===== config.mk =====
export PLATFORM = sky130hd
export DESIGN_NAME = pwm_duty_sched
export DESIGN_NICKNAME = d
export VERILOG_FILES = /design/src/rtl/pwm_duty_sched.sv
export SDC_FILE = /design/constraint.sdc
export NUM_CORES = 1
export LEC_CHECK = 0
export BUFFER_PORTS_ARGS = -buffer_cell sky130_fd_sc_hd__clkbuf_2
export CAP_MARGIN = 5
export CORE_MARGIN = 8
export CORE_UTILIZATION = 40
export DETAILED_ROUTE_END_ITERATION = 7
export PLACE_DENSITY_LB_ADDON = 0.12
export SYNTH_ARGS = -nofsm -noshare
export SYNTH_HDL_FRONTEND = slang
export SYNTH_SLANG_ARGS = --single-unit
export TNS_END_PERCENT = 5

===== constraint.sdc =====
create_clock -name CLK -period 3.1 [get_ports CLK]
set_input_delay 0.155 -clock CLK [delete_from_list [all_inputs] [get_ports CLK]]
set_output_delay 0.155 -clock CLK [all_outputs]
set_load 0.02 [all_outputs]

===== src/rtl/pwm_duty_sched.sv =====
// Soft-start/soft-stop duty scheduler for one pwm_42 channel: ramps duty D toward TARGET
// in bounded steps at PWM period boundaries, mirrors the channel period counter, latches faults.
module pwm_duty_sched #(
    parameter int PERIOD   = 510,
    parameter int DMAX     = 510,
    parameter int STEP     = 4,
    parameter int RAMP_DIV = 8
) (
    input  logic       CLK,
    input  logic       RST_N,
    input  logic       RUN,
    input  logic [8:0] TARGET,
    input  logic       FAULT_IN,
    input  logic       FAULT_CLR,
    output logic [8:0] D,
    output logic       E,
    output logic       PER_TICK,
    output logic       AT_TARGET,
    output logic       BUSY,
    output logic       FAULT_O
);

    localparam logic [2:0] S_IDLE  = 3'd0;
    localparam logic [2:0] S_RAMP  = 3'd1;
    localparam logic [2:0] S_HOLD  = 3'd2;
    localparam logic [2:0] S_STOP  = 3'd3;
    localparam logic [2:0] S_FAULT = 3'd4;

    localparam int          DW       = (RAMP_DIV > 1) ? $clog2(RAMP_DIV) : 1;
    localparam logic [8:0]  CNT_LAST = 9'(PERIOD - 1);
    localparam logic [DW-1:0] DIV_LAST = DW'(RAMP_DIV - 1);
    localparam logic [8:0]  DMAX_V   = 9'(DMAX);
    localparam logic [9:0]  STEP_W   = 10'(STEP);
    localparam logic [8:0]  STEP_N   = 9'(STEP);

    logic [2:0]    state, state_n;
    logic [8:0]    d, d_n;
    logic          e, e_n;
    logic [8:0]    cnt, cnt_n;
    logic [DW-1:0] div, div_n;
    logic [8:0]    tgt, tgt_n;

    logic          boundary, upd;
    logic [8:0]    tgt_in, floor_v, ramp_v;
    logic [9:0]    sum_up, floor_plus;

    assign boundary = e && (cnt == CNT_LAST);
    assign upd      = boundary && (div == DIV_LAST);
    assign tgt_in   = (TARGET > DMAX_V) ? DMAX_V : TARGET;

    // Ramp step evaluated 10 bits wide so it saturates at the floor/target instead of wrapping.
    always_comb begin
        floor_v    = (state == S_STOP) ? '0 : tgt;
        sum_up     = {1'b0, d} + STEP_W;
        floor_plus = {1'b0, floor_v} + STEP_W;
        if (state == S_RAMP && d < tgt)
            ramp_v = (sum_up >= {1'b0, tgt}) ? tgt : d + STEP_N;
        else
            ramp_v = ({1'b0, d} <= floor_plus) ? floor_v : d - STEP_N;
    end

    always_comb begin
        state_n = state;
        d_n     = d;
        e_n     = e;
        cnt_n   = cnt;
        div_n   = div;
        tgt_n   = tgt;
        if (e)
            cnt_n = (cnt == CNT_LAST) ? '0 : cnt + 9'd1;
        if (boundary) begin
            tgt_n = tgt_in;
            div_n = (div == DIV_LAST) ? '0 : div + 1'b1;
        end
        if (FAULT_IN) begin
            state_n = S_FAULT;
            d_n     = '0;
            e_n     = 1'b0;
            cnt_n   = '0;
            div_n   = '0;
            tgt_n   = '0;
        end else begin
            case (state)
                S_IDLE: begin
                    d_n   = '0;
                    e_n   = 1'b0;
                    cnt_n = '0;
                    div_n = '0;
                    if (RUN) begin
                        state_n = S_RAMP;
                        e_n     = 1'b1;
                        tgt_n   = tgt_in;
                    end
                end
                S_RAMP: begin
                    if (!RUN)
                        state_n = S_STOP;
                    else if (boundary && d == tgt)
                        state_n = S_HOLD;
                    else if (upd)
                        d_n = ramp_v;
                end
                S_HOLD: begin
                    if (!RUN)
                        state_n = S_STOP;
                    else if (boundary && tgt_in != d) begin
                        state_n = S_RAMP;
                        div_n   = '0;
                    end
                end
                S_STOP: begin
                    if (RUN)
                        state_n = S_RAMP;
                    else if (boundary && d == '0) begin
                        state_n = S_IDLE;
                        e_n     = 1'b0;
                        cnt_n   = '0;
                        div_n   = '0;
                    end else if (upd)
                        d_n = ramp_v;
                end
                S_FAULT: begin
                    d_n   = '0;
                    e_n   = 1'b0;
                    cnt_n = '0;
                    div_n = '0;
                    if (FAULT_CLR && !RUN)
                        state_n = S_IDLE;
                end
                default: state_n = S_IDLE;
            endcase
        end
    end

    always_ff @(posedge CLK or negedge RST_N) begin
        if (!RST_N) begin
            state <= S_IDLE;
            d     <= '0;
            e     <= 1'b0;
            cnt   <= '0;
            div   <= '0;
            tgt   <= '0;
        end else begin
            state <= state_n;
            d     <= d_n;
            e     <= e_n;
            cnt   <= cnt_n;
            div   <= div_n;
            tgt   <= tgt_n;
        end
    end

    assign D         = d;
    assign E         = e;
    assign PER_TICK  = boundary;
    assign AT_TARGET = (state == S_HOLD);
    assign BUSY      = (state == S_RAMP) || (state == S_STOP);
    assign FAULT_O   = (state == S_FAULT);

endmodule


# Word-level counts from Yosys, hierarchy flattened
# Cells that the tools add are included.
dict set report word_totals {
  ff_bits 34
  output_inout_bits 14
  input_bits 14
  wordCells 96
}
dict set report op_classes {
  n_lt_le_gt_ge 4
  add_sub_neg 6
  n_eq_ne 18
  n_mux 45
  reduce_logical 17
}
# op count
set op_table {}
lappend op_table {{9-bit two-way mux} 20}
lappend op_table {{3-bit two-way mux} 16}
lappend op_table {{9-bit case mux with 3 select lines} 1}
lappend op_table {{9-bit by 3-bit adder with 10-bit output (second input constant)} 2}
lappend op_table {{9-bit case mux with 2 select lines} 1}
lappend op_table {{3-bit inequality test (second input constant)} 5}
lappend op_table {{3-bit case mux with 5 select lines} 1}
lappend op_table {{4-bit by 3-bit inequality test with 1-bit output (second input constant)} 3}
lappend op_table {{10-bit by 9-bit greater-or-equal comparator with 1-bit output} 1}
lappend op_table {{9-bit by 10-bit <= comparator with 1-bit output} 1}
lappend op_table {{5-bit AND reduction} 2}
lappend op_table {{9-bit by 1-bit adder with 9-bit output (second input constant)} 1}
lappend op_table {{9-bit by 3-bit adder with 9-bit output (second input constant)} 1}
lappend op_table {{9-bit equality test} 1}
lappend op_table {{9-bit equality test (second input constant)} 1}
lappend op_table {{9-bit > comparator (second input constant)} 1}
lappend op_table {{9-bit zero test} 1}
lappend op_table {{9-bit < comparator} 1}
lappend op_table {{9-bit inequality test} 1}
lappend op_table {{3-bit case mux with 3 select lines} 1}
lappend op_table {{9-bit by 3-bit subtractor with 9-bit output (second input constant)} 1}
lappend op_table {{4-bit nonzero test} 2}
lappend op_table {{1-bit logical AND} 7}
lappend op_table {{3-bit by 2-bit equality test with 1-bit output (second input constant)} 2}
lappend op_table {{other kinds (11)} 16}

# Longest topological paths before layout
dict set report depth {
  depth_word 11
  depth_mapped 17
  ltp_nobuf 15
}

# Worst setup path after synthesis
# Ideal clock, no wire load.
dict set report synth_path {
  kind {flip-flop to flip-flop}
  from {register state[0]}
  to {register d[2], in the netlist D[2]}
  n_path_buf 2
  setup_slack_ns -0.145
  period_less_slack_ns 3.245
  stages_incl_launch_ff 18
  required_time_ns 2.974
  t_arrival_ns 3.119
  path_cell_list {dfrtp_1 and3b_1 buf_4 nor2_1 ha_1 nand3_1 nor3_1 xnor2_1 nand2_1 ha_1 nand3_1 o32ai_1 a41oi_1 and2_1 clkbuf_1 nor3_1 o21a_1 a221o_1}
}
dict set report synth_between {
  elab_chain_cells 11
  elab_cells_between_ends 24
  cone_classes {add/sub (1); order compare (1); eq/ne (7); mux (10); reduce/logical (5)}
}
# item line
set synth_lines {}
lappend synth_lines {{from (decl)} 36} ;# logic [2:0] state, state_n;
lappend synth_lines {{from (signal assigned)} 144} ;# state <= state_n;
lappend synth_lines {{3-bit by 2-bit equality test with 1-bit output} {53, 83}}
lappend synth_lines {{9-bit two-way mux} 53} ;# floor_v = (state == S_STOP) ? '0 : tgt;
lappend synth_lines {{9-bit by 3-bit adder with 10-bit output} 55} ;# floor_plus = {1'b0, floor_v} + STEP_W;
lappend synth_lines {{9-bit by 10-bit <= comparator with 1-bit output} 59} ;# ramp_v = ({1'b0, d} <= floor_plus) ? floor_v : d - STEP_N;
lappend synth_lines {{9-bit two-way mux} 59}
lappend synth_lines {{9-bit two-way mux} 56} ;# if (state == S_RAMP && d < tgt)
lappend synth_lines {{9-bit two-way mux} {100, 119}}
lappend synth_lines {{9-bit two-way mux (on tied branches)} {114, 98}}
lappend synth_lines {{9-bit two-way mux (on tied branches)} {112, 96}}
lappend synth_lines {{9-bit case mux with 3 select lines} 83} ;# case (state)
lappend synth_lines {{9-bit two-way mux} 75} ;# if (FAULT_IN) begin
lappend synth_lines {{to (signal assigned)} 145} ;# d <= d_n;
lappend synth_lines {{to (decl)} 37} ;# logic [8:0] d, d_n;
# Parallel ways exist; a longest one is shown, timed or not. The select of a mux whose other input is x is not followed.
# A chain may end at the register's enable or synchronous reset.

# Worst setup path after layout
dict set report layout_path {
  from {register state[0]}
  to {register d[1], in the netlist D[1]}
}
# Same word-level chain as after synthesis.

==> run_results.csv <==
group,metric,value,unit
synthesis,yosysWarnings,0,
synthesis,synth_fa_ha_area_share,13.3,%
synthesis,yosysTopAreaCellShare,27.4,%
synthesis,synth_edf_count,0,
critical_path,critPathSlowestCell,"dfrtp_1",
synthesis,synthXorXnorAreaFrac,9.01,%
routing,ant_nets,0,
finish,antenna_cells,0,
sta,fmax,327,MHz
sta,hold_viol_final,4,
synthesis,synth_nets,407,
power,p_per_area,438,nW/um^2
sta,worst_pin_slew,941,ps
routing,drt_wl_total,9020,um
clock_tree,tritoncts,"built",
finish,area_delta_synth_final,22.3,%
sta,finalCriticalPeriod,3060,ps
clock_tree,clk_latency,290,ps
synthesis,synth.area.mux_share,5.91,%
critical_path,path_delay_family,"simple AND/OR/NAND/NOR gates",
synthesis,synth_largest_area_cell,"dfrtp_1",
synthesis,syn_inst,360,
critical_path,end_kind,"flip-flop",
floorplan,chipHeight,104,um
critical_path,r2r-start,"state[0]$_DFFE_PN0P_",
sta,finalMaxSlewViolations,0,
critical_path,worst_path_largest_cell_delay,380,ps
power,ir_drop,0.269,mV
finish,mostFrequentLayoutCells,"buf_4, nor2_1, dfrtp_1",
critical_path,rr_worst_depth,15,
floorplan,die_width,104,um
clock_tree,cts_sinks,34,
run,maxCapViolCount,0,
finish,layout-drive-gt1-share,25.0,%
synthesis,ys_top_cells_by_area,"dfrtp_1, ha_1, xnor2_1",
critical_path,path_class,"flip-flop to flip-flop",
place,dp.final_hpwl,7050,um
routing,drt_iter0_drc,143,
routing,drt_pre_antenna_iters,5,
synthesis,avgSynthCellArea,8.64,sq um
floorplan,core,7650,sq um
critical_path,reg2reg_to,"D[1]$_DFFE_PN0P_",
sta,holdWs,-7.24,ps
critical_path,rrSetupSlack,40,ps
sta,slew_headroom,37.2,%
synthesis,synth_cell_type_count,56,
place,dp_cells,512,
synthesis,synth_top_family_by_area,"simple AND/OR/NAND/NOR gates",
clock_tree,clk_pin_slew,80,ps
grt,gr-usage-all-layers,16.3,%
routing,vias,2885,
routing,vias_per_cell,5.53,
finish,fin_cells,522,
grt,grt_max_degree,35,
floorplan,die_area,10900,sq um
grt,grt_overflow,0,
routing,drt-wirelength-per-cell,17.3,um
sta,rsz0062_at_grt,"yes",
synthesis,async_flop_share,100,%
grt,antenna_found_initial,0,
clock_tree,clock_path_buffers,2,
outcome,violations,"hold timing",
floorplan,initial_utilization,40.7,%
synthesis,synth_flop_cell,"dfrtp_1",
finish,final_common_cell,"buf_4",
critical_path,cp_common_cell,"nand3_2",
sta,skew,12.2,ps
outcome,status,"finished, violations left",
power,p_leak,1.79,nW
finish,nets,467,
synthesis,synth-compound-area-share,17.9,%
clock_tree,htreeDepth,2,
critical_path,crit_required,3270,ps
clock_tree,root_buffer,"clkbuf_8",
critical_path,start_kind,"flip-flop",
critical_path,cp_max_fo,6,
sta,setup_viol,0,
floorplan,row_count,32,
synthesis,synthSimpleGateAreaFrac,21.2,%
place,portBuffers,27,
routing,drc,0,
grt,grt_pass1_wl,14400,um
clock_tree,cts_buffers,5,
critical_path,path_cells,"and3b_2 -> nor2_4 -> ha_2 -> nand3_2 -> nor3_2 -> xnor2_1 -> nand2_1 -> ha_4 -> nand3_2 -> o32ai_2 -> a41oi_2 -> and2_4 -> mux2i_4 -> o21bai_1 -> a22o_1",
synthesis,seq_area_frac_synth,27.4,%
synthesis,ys_ff_latch,34,
finish,postLayoutCoreUtil,49.7,%
place,gp_congestion,0.939,
hold_path,hp-class,"primary input to async pin",
floorplan,top_level_ports,28,
grt,grt_pass1_vias,2783,
synthesis,netlist_area,3110,sq um
sta,finalCritPeriodShare,98.7,%
critical_path,worst_ep_arrival_time,3230,ps
critical_path,path_buf_inv,0,
[logic make-up after synthesis]
logic type               after synthesis
buffers and inverters                 37
XOR/XNOR                              32
AND/OR/NAND/NOR                      133
AO/OA/AOI/OAI                         73
adder cells (fa/ha/maj)               33
flip-flops                            34
multiplexers                          18
[registers in the layout, indices dropped and copies added, names as in the netlist]
signal / count
cnt: 9
E: 1
tgt: 9
D: 9
state: 3
div: 3
[through the flow]
step                      setup WS [ps]  setup TNS (ps)  cell area [sq um]  total power, mW
after floorplan                   -21.6           -47.7               3130            0.969
after global placement             53.1               0               3600             1.20
after detailed placement          -45.7           -76.8               3600             1.20
after CTS                        -0.787          -0.787               3720             1.64
after global routing              -92.3            -636               3800             1.77
final                              41.4               0               3800             1.67
[per-layer routing]
| metal | vias up | global-route usage [%] | share of wire (%) |
|---|---|---|---|
| met1 | 1380 | 23.0 | 50 |
| met3 | 15 | 2.97 | 4.8 |
| met5 | - | 0 | 0 |
| li1 | 1410 | - | - |
| met4 | 0 | 5.27 | 2.1 |
| met2 | 80 | 24.4 | 43 |
[cells in the mapped netlist (2+ instances only)]
library cell / instances
xor2_1: 12
nor3b_1: 2
buf_6: 2
nor2_1: 42
a31oi_1: 3
nand3_1: 12
a211oi_1: 3
ha_1: 33
a221o_1: 4
o32ai_1: 3
buf_2: 4
xnor2_1: 20
mux2i_1: 15
o21bai_1: 2
nor4_1: 3
a21oi_1: 13
o21a_1: 4
nand2_1: 32
and2_1: 2
inv_1: 18
a22o_1: 7
a21boi_0: 4
a21o_1: 8
clkbuf_1: 11
nand2b_1: 6
o21ai_0: 5
dfrtp_1: 34
o211ai_1: 4
a22oi_1: 2
mux2_2: 3
nand4_1: 10
nor2b_1: 5
nor3_1: 9
[power by group]
| group | internal (mW) | leakage, nW | switching [mW] |
|---|---|---|---|
| clock | 0.258 | 0.0573 | 0.176 |
| sequential | 0.476 | 0.468 | 0.0230 |
| combinational | 0.314 | 1.27 | 0.419 |
[timing repair]
item	4_1_cts	5_1_grt
resized for setup	2	12
endpoints found under the setup margin	5	9
pin swaps	0	14
buffers inserted	0	3
hold buffers	0	0
[final cells by class]
type,count,area [sq um]
fillers,755,3840
inverters,19,72.6
well taps,102,128
clock inverters,1,30.0
repair buffers,71,465
flip-flops and latches,34,851
clock buffers,6,82.6
multi-input cells,289,2170
[worst max path at each step]
stage / depth (start not counted) / slack, ps / startpoint / to
after floorplan: 17 / -20 / state[0]$_DFFE_PN0P_ / D[2]$_DFFE_PN0P_
after global placement: 15 / 50 / state[1]$_DFFE_PN0P_ / D[2]$_DFFE_PN0P_
after detailed placement: 15 / -50 / state[1]$_DFFE_PN0P_ / D[2]$_DFFE_PN0P_
after CTS: 15 / -0.8 / state[1]$_DFFE_PN0P_ / D[1]$_DFFE_PN0P_
after global routing: 15 / -90 / state[0]$_DFFE_PN0P_ / D[0]$_DFFE_PN0P_
final: 15 / 40 / state[0]$_DFFE_PN0P_ / D[1]$_DFFE_PN0P_
No activity file was read; power rests on OpenSTA's default activity.
